File: config.mk
export PLATFORM = sky130hd
export DESIGN_NAME = spi_response_buffer
export DESIGN_NICKNAME = d
export VERILOG_FILES = /design/src/rtl/spi_response_buffer.sv
export SDC_FILE = /design/constraint.sdc
export NUM_CORES = 1
export LEC_CHECK = 0
export BUFFER_PORTS_ARGS = -buffer_cell sky130_fd_sc_hd__clkbuf_2
export CAP_MARGIN = 20
export CORE_ASPECT_RATIO = 0.7
export CORE_UTILIZATION = 43
export CTS_CLUSTER_SIZE = 24
export DETAILED_ROUTE_END_ITERATION = 10
export PLACE_DENSITY = 0.67
export RECOVER_POWER = 25
export SYNTH_ARGS = -nofsm -noshare
export SYNTH_HDL_FRONTEND = slang
export SYNTH_SLANG_ARGS = --single-unit
File: constraint.sdc
create_clock -name sysClk -period 3.8 [get_ports sysClk]
set_clock_uncertainty 0.05 [all_clocks]
set_input_delay 0 -clock sysClk [delete_from_list [all_inputs] [get_ports sysClk]]
set_output_delay 0 -clock sysClk [all_outputs]
set_load 0.1 [all_outputs]
File: src/rtl/spi_response_buffer.sv
// spi_response_buffer: latches a response packet and serialises header, payload (and optional XOR checksum) over a valid/ready byte stream.
// Define SPI_RESPONSE_CHECKSUM_EN to append a checksum byte after the payload.
module spi_response_buffer #(
  parameter int DATA_BYTES = 8,
  parameter int CNT_W = 4
) (
  input  logic                    sysClk,
  input  logic                    reset,
  input  logic [7:0]              instruction_in,
  input  logic [8*DATA_BYTES-1:0] data_in,
  input  logic [CNT_W-1:0]        byte_count_in,
  input  logic                    response_valid,
  input  logic                    spi_tx_ready,
  output logic [7:0]              spi_tx_byte,
  output logic                    spi_tx_valid,
  output logic                    busy,
  output logic                    overflow_flag,
  output logic                    packet_done
);
  localparam int DW = 8*DATA_BYTES;
`ifdef SPI_RESPONSE_CHECKSUM_EN
  typedef enum logic [2:0] {IDLE, HEADER, DATA, CHECKSUM, DONE} state_t;
  localparam state_t TAIL = CHECKSUM;
  logic [7:0] csum_q;
`else
  typedef enum logic [2:0] {IDLE, HEADER, DATA, DONE} state_t;
  localparam state_t TAIL = DONE;
`endif
  state_t state, next;
  logic [7:0] instr_q;
  logic [DW-1:0] data_q;
  logic [CNT_W-1:0] cnt_q;
  logic [CNT_W-1:0] cnt_clamp;
  logic load, xfer;
  assign cnt_clamp = byte_count_in > CNT_W'(DATA_BYTES) ? CNT_W'(DATA_BYTES) : byte_count_in;
  assign load = state == IDLE && response_valid;
  assign xfer = spi_tx_valid && spi_tx_ready;
  always_ff @(posedge sysClk)
    state <= reset ? IDLE : next;
  always_comb begin
    next = state;
    spi_tx_valid = 1'b0;
    spi_tx_byte = 8'h00;
    busy = state != IDLE;
    packet_done = 1'b0;
    case (state)
      IDLE: next = response_valid ? HEADER : IDLE;
      HEADER: begin
        spi_tx_valid = 1'b1;
        spi_tx_byte = instr_q;
        if (spi_tx_ready) next = cnt_q != '0 ? DATA : TAIL;
      end
      DATA: begin
        spi_tx_valid = 1'b1;
        spi_tx_byte = data_q[DW-1 -: 8];
        if (spi_tx_ready && cnt_q == CNT_W'(1)) next = TAIL;
      end
`ifdef SPI_RESPONSE_CHECKSUM_EN
      CHECKSUM: begin
        spi_tx_valid = 1'b1;
        spi_tx_byte = csum_q;
        if (spi_tx_ready) next = DONE;
      end
`endif
      DONE: begin
        packet_done = 1'b1;
        next = IDLE;
      end
      default: next = IDLE;
    endcase
  end
  always_ff @(posedge sysClk) begin
    if (reset) begin
      instr_q <= '0;
      data_q <= '0;
      cnt_q <= '0;
      overflow_flag <= 1'b0;
    end else begin
      if (response_valid && busy) overflow_flag <= 1'b1;
      if (load) begin
        instr_q <= instruction_in;
        data_q <= data_in;
        cnt_q <= cnt_clamp;
      end else if (xfer && state == DATA) begin
        data_q <= data_q << 8;
        cnt_q <= cnt_q - CNT_W'(1);
      end
    end
  end
`ifdef SPI_RESPONSE_CHECKSUM_EN
  // the checksum byte itself is not folded back into the accumulator
  always_ff @(posedge sysClk)
    csum_q <= (reset || load) ? 8'h00 : (xfer && state != CHECKSUM) ? csum_q ^ spi_tx_byte : csum_q;
`endif
endmodule
# --- Word level (Yosys, flattened, before mapping) ---
# Index checks and enable logic that the tools add are counted.
# Widths: inputs -> output; s select.
word_totals:
  input_bits: 80
  ff_bits: 80
  elab_cells: 37
  output_inout_bits: 12
op_classes:
  n_lt_le_gt_ge: 1
  n_reduce_logical: 11
  muxes: 13
  n_eq_ne: 6
  addsub: 1
ops:
  columns: ["cell", "n"]
  rows:
  - ["$mux 64", 2]
  - ["$pmux 8 s2", 1]
  - ["$mux 4", 3]
  - ["$pmux 3 s3", 1]
  - ["$eq 3x2->1 const B", 2]
  - ["$mux 3", 2]
  - ["$logic_and 1x1->1", 5]
  - ["$eq 4x1->1 const B", 1]
  - ["$gt 4x4->1 const B", 1]
  - ["$mux 1", 4]
  - ["$ne 2x2->1 const B", 2]
  - ["$reduce_bool 4->1", 1]
  - ["$sub 4x1->4 const B", 1]
  - ["$eq 3x1->1 const B", 1]
  - ["$logic_not 3->1", 1]
  - ["$reduce_bool 3->1", 1]
  - ["$reduce_and 2->1", 1]
  - ["$reduce_bool 2->1", 1]
  - ["$reduce_or 2->1", 1]

# --- Depth between registers and ports, before layout ---
logic_depth:
  depth_word: 7
  mapped_depth: 7
  mapped_depth_nobuf: 5

# --- Worst setup path before layout ---
# No wires, ideal clock.
synth_timing:
  path_type: "reg2out"
  from: "register state[0]"
  to: "output spi_tx_byte[0]"
  path_slack_ps: 961
  arrival_time_ps: 2789
  stages_incl_launch_ff: 4
  path_buffers: 0
  required_ps: 3750
  cell_sequence: "dfxtp_1 inv_1 ha_1 nor2b_1"
synth_via:
  elab_chain_cells: 2
  elab_cells_between_ends: 3
  cone_classes: "2 x eq/ne; 1 x mux"
synth_rtl:
  columns: ["element", "line", "text"]
  rows:
  - ["start, declared", "29", "state_t state, next;"]
  - ["start signal, assigned", "39", "state <= reset ? IDLE : next;"]
  - ["$eq 3x2->1 / $eq 3x1->1 (equally long branches)", "46", "case (state)"]
  - ["$pmux 8 s2 *", "46", null]
  - ["end, declared", "14", "output logic [7:0] spi_tx_byte,"]
# Mark *: on every way between the ends. The rest lies on a longest branch, timed or not.

# --- Worst setup path after layout ---
layout_timing:
  from: "register state[0]"
  to: "register data_q[33]"
layout_via:
  elab_chain_cells: 6
  elab_cells_between_ends: 10
  cone_classes: "2 x eq/ne; 2 x mux; 6 x reduce/logical"
layout_rtl:
  columns: ["element", "line", "text"]
  rows:
  - ["$eq 3x2->1 / $eq 3x1->1 (equally long branches)", "46, 84", null]
  - ["$reduce_or 2->1 (no line)", null, null]
  - ["$mux 1", "46", null]
  - ["$logic_and 1x1->1", "37", "assign xfer = spi_tx_valid && spi_tx_ready;"]
  - ["$logic_and 1x1->1", "84", "end else if (xfer && state == DATA) begin"]
  - ["$reduce_bool 2->1 (no line)", null, null]
  - ["end signal, assigned", "82", "data_q <= data_in;"]
  - ["end signal, assigned", "85", "data_q <= data_q << 8;"]
  - ["end, declared", "31", "logic [DW-1:0] data_q;"]
# Parallel ways exist; a longest one is shown, timed or not.
# A chain may end at the register's enable or synchronous reset.

==> metrics <==
syn_area_per_cell=about 8.3 sq um; gr usage total=between 20% and 30%; synth unique cells=33; combined area of the multi-input logic cells=approximately 1900 sq um; hpwl dp=5960 um; die width=between 100 and 150 um; I/O Buffers=91; pwr/cell area=between 700 and 800 nW/um^2; final total power=3720 uW; Starting Density=around 44%; Core Box Area=approximately 8400 sq um; critical path arrival=~3 ns; io pins=92; crit-path max FO=38; Mapped Cells=~450; initial antenna violation count=0; Worst setup SP type=register; mean routed wirelength per cell=about 14 um; Die Area=9050 sq um; setup ws final=approximately 1 ns; mapped cell area=3730 sq um; worst setup path category=reg -> reg; pin count of the biggest net entering global routing=63; post-synthesis sequential area ratio=a little over two fifths; Cell Rows=28; maximum buffer depth of the clock tree=2; synthesis-to-finish area growth=40.1%; GPL Wtd Cong=0.856; htree depth=3; EDFF count, synth=0; Least-Margin Pin Slew=1.29 ns; dpl cells=approximately 620; # diodes=0; first-pass GRT wire length=16100 um; CTS sink count=roughly 80; clock root buffer=clkbuf_16; DRT Pass-1 Iters=5; element type at the critical path end=register; register area=1580 sq um; DRC violations left=0; Final Setup Violations=0; hold slack=0.111 ns; Iter 0 DRT Violations=roughly 260; warnings from Yosys=0; final wirelength=about 9800 um; Layout Cells excl Fill=~700; setup TNS=0 ns; max-slew violations=0; vias per cell=approximately 5; clock latency at the later pin of the worst-skew pair=about 0.33 ns; crit share post-route=between 70% and 80%; # fillers=~750; CTS tree=built; cts bufs inserted=9; nets@finish=680; Synth area leader=dfxtp_1; status=complete, no violations; Resized cells post-CTS=0; total congestion overflow=0; Post-synth ARST share=0%; pre-CTS setup slack=about 1.3 ns; Peak VDD IR=roughly 0.46 mV; Chip Height=between 70 and 80 um; maximum clock rate=around 360 MHz; unrepaired setup endpoints after global routing=no; commonest cells after routing, fill and taps aside=nand2_1 (130), clkbuf_2 (82), dfxtp_1 (79); share of layout cells above drive strength 1=just over 20%; vias in the first global route=between 3000 and 4000; Max-slew headroom=approximately 14%; worst min path class=in -> reg; DRT antenna net count=0; commonest non-fill, non-tap cell in the layout=nand2_1; critical path required time=3.98 ns; DR vias=3686; final hold violations=0; ranking of synthesized cells by area=dfxtp_1 (42%), nand2_1 (13%), a311oi_1 (8.9%); max-cap violation count=0; Leakage=between 0.002 and 0.0025 uW; flops & latches, synth=79; CTS clock-pin slew for the worst setup and hold paths=approximately 0.060 ns; Syn Nets=536; Min Clock Period, post-route=between 2 and 3 ns; Synth top area share=a little over two fifths; ys flop type=dfxtp_1
==> timing repair <==
item                                   CTS  global route
endpoints found under the hold margin   77             0
hold buffers                            78             0
setup buffers                            0             0
==> power breakdown <==
part | switching (uW) | leakage, uW | internal (uW)
clock network | 325 | 0.000149 | 590
registers | 156 | 0.000652 | 1110
logic | 1010 | 0.00124 | 535
total | 1490 | 0.00204 | 2240
==> synth_stat cells, types with 8 or more instances <==
| cell type | n |
|---|---|
| a21oi_1 | 14 |
| a22oi_1 | 17 |
| a311oi_1 | 38 |
| a311oi_2 | 20 |
| buf_2 | 9 |
| buf_4 | 8 |
| clkbuf_1 | 16 |
| dfxtp_1 | 79 |
| nand2_1 | 129 |
| nor2_1 | 67 |
| nor2b_1 | 9 |
==> stage by stage <==
step           util (%)  cell area, sq um
6_report           61.8              5220
5_1_grt            61.8              5220
4_1_cts            62.0              5230
3_5_place_dp       49.0              4140
3_3_place_gp       49.0              4140
2_1_floorplan         -              3730
==> routing by layer <==
layer | part of all wire (%) | track usage, %
met5 | 0 | 0
met4 | 1.4 | 6.32
met3 | 4.9 | 6.99
met2 | 47 | 38.2
met1 | 47 | 28.6
==> worst max-delay path: stages (launching register included) <==
cell      delay, ns
dfxtp_1        0.38
inv_1          0.09
ha_1           0.27
nand2_1        0.96
buf_4          0.49
nand2_1        0.09
a311oi_1       0.32
==> path summary, 6_finish.rpt <==
kind | startpoint | endpoint | slack (ns) | cells past startpoint
max | state[0] | data_q[33] | 1.03 | 6
min | spi_tx_ready | cnt_q[1] | 0.11 | 3
max reg2reg | state[0] | data_q[33] | 1.03 | 6
min reg2reg | instr_q[0] | instr_q[0] | 0.41 | 2
==> state kept, by name (all words and copies together) (netlist names) <==
name	count
state	2
overflow_flag	1
data_q	64
instr_q	8
cnt_q	4
==> logic make-up after synthesis <==
| logic type | synth area share, % |
|---|---|
| AO/OA/AOI/OAI | 24.6 |
| XOR/XNOR | 0.470 |
| adder cells (fa/ha/maj) | 2.35 |
| buffers and inverters | 7.32 |
| flip-flops | 42.4 |
| AND/OR/NAND/NOR | 22.9 |
==> layout make-up <==
class                           instances  share of cell area (%)
Clock buffer                           12                    4.72
Clock inverter                          3                    1.29
Tap cell                              120                    2.88
Timing Repair Buffer                  173                    24.3
Multi-Input combinational cell        323                    36.0
Sequential cell                        79                    30.3
Inverter                                7                   0.503
(Power assumes the default switching activity.)
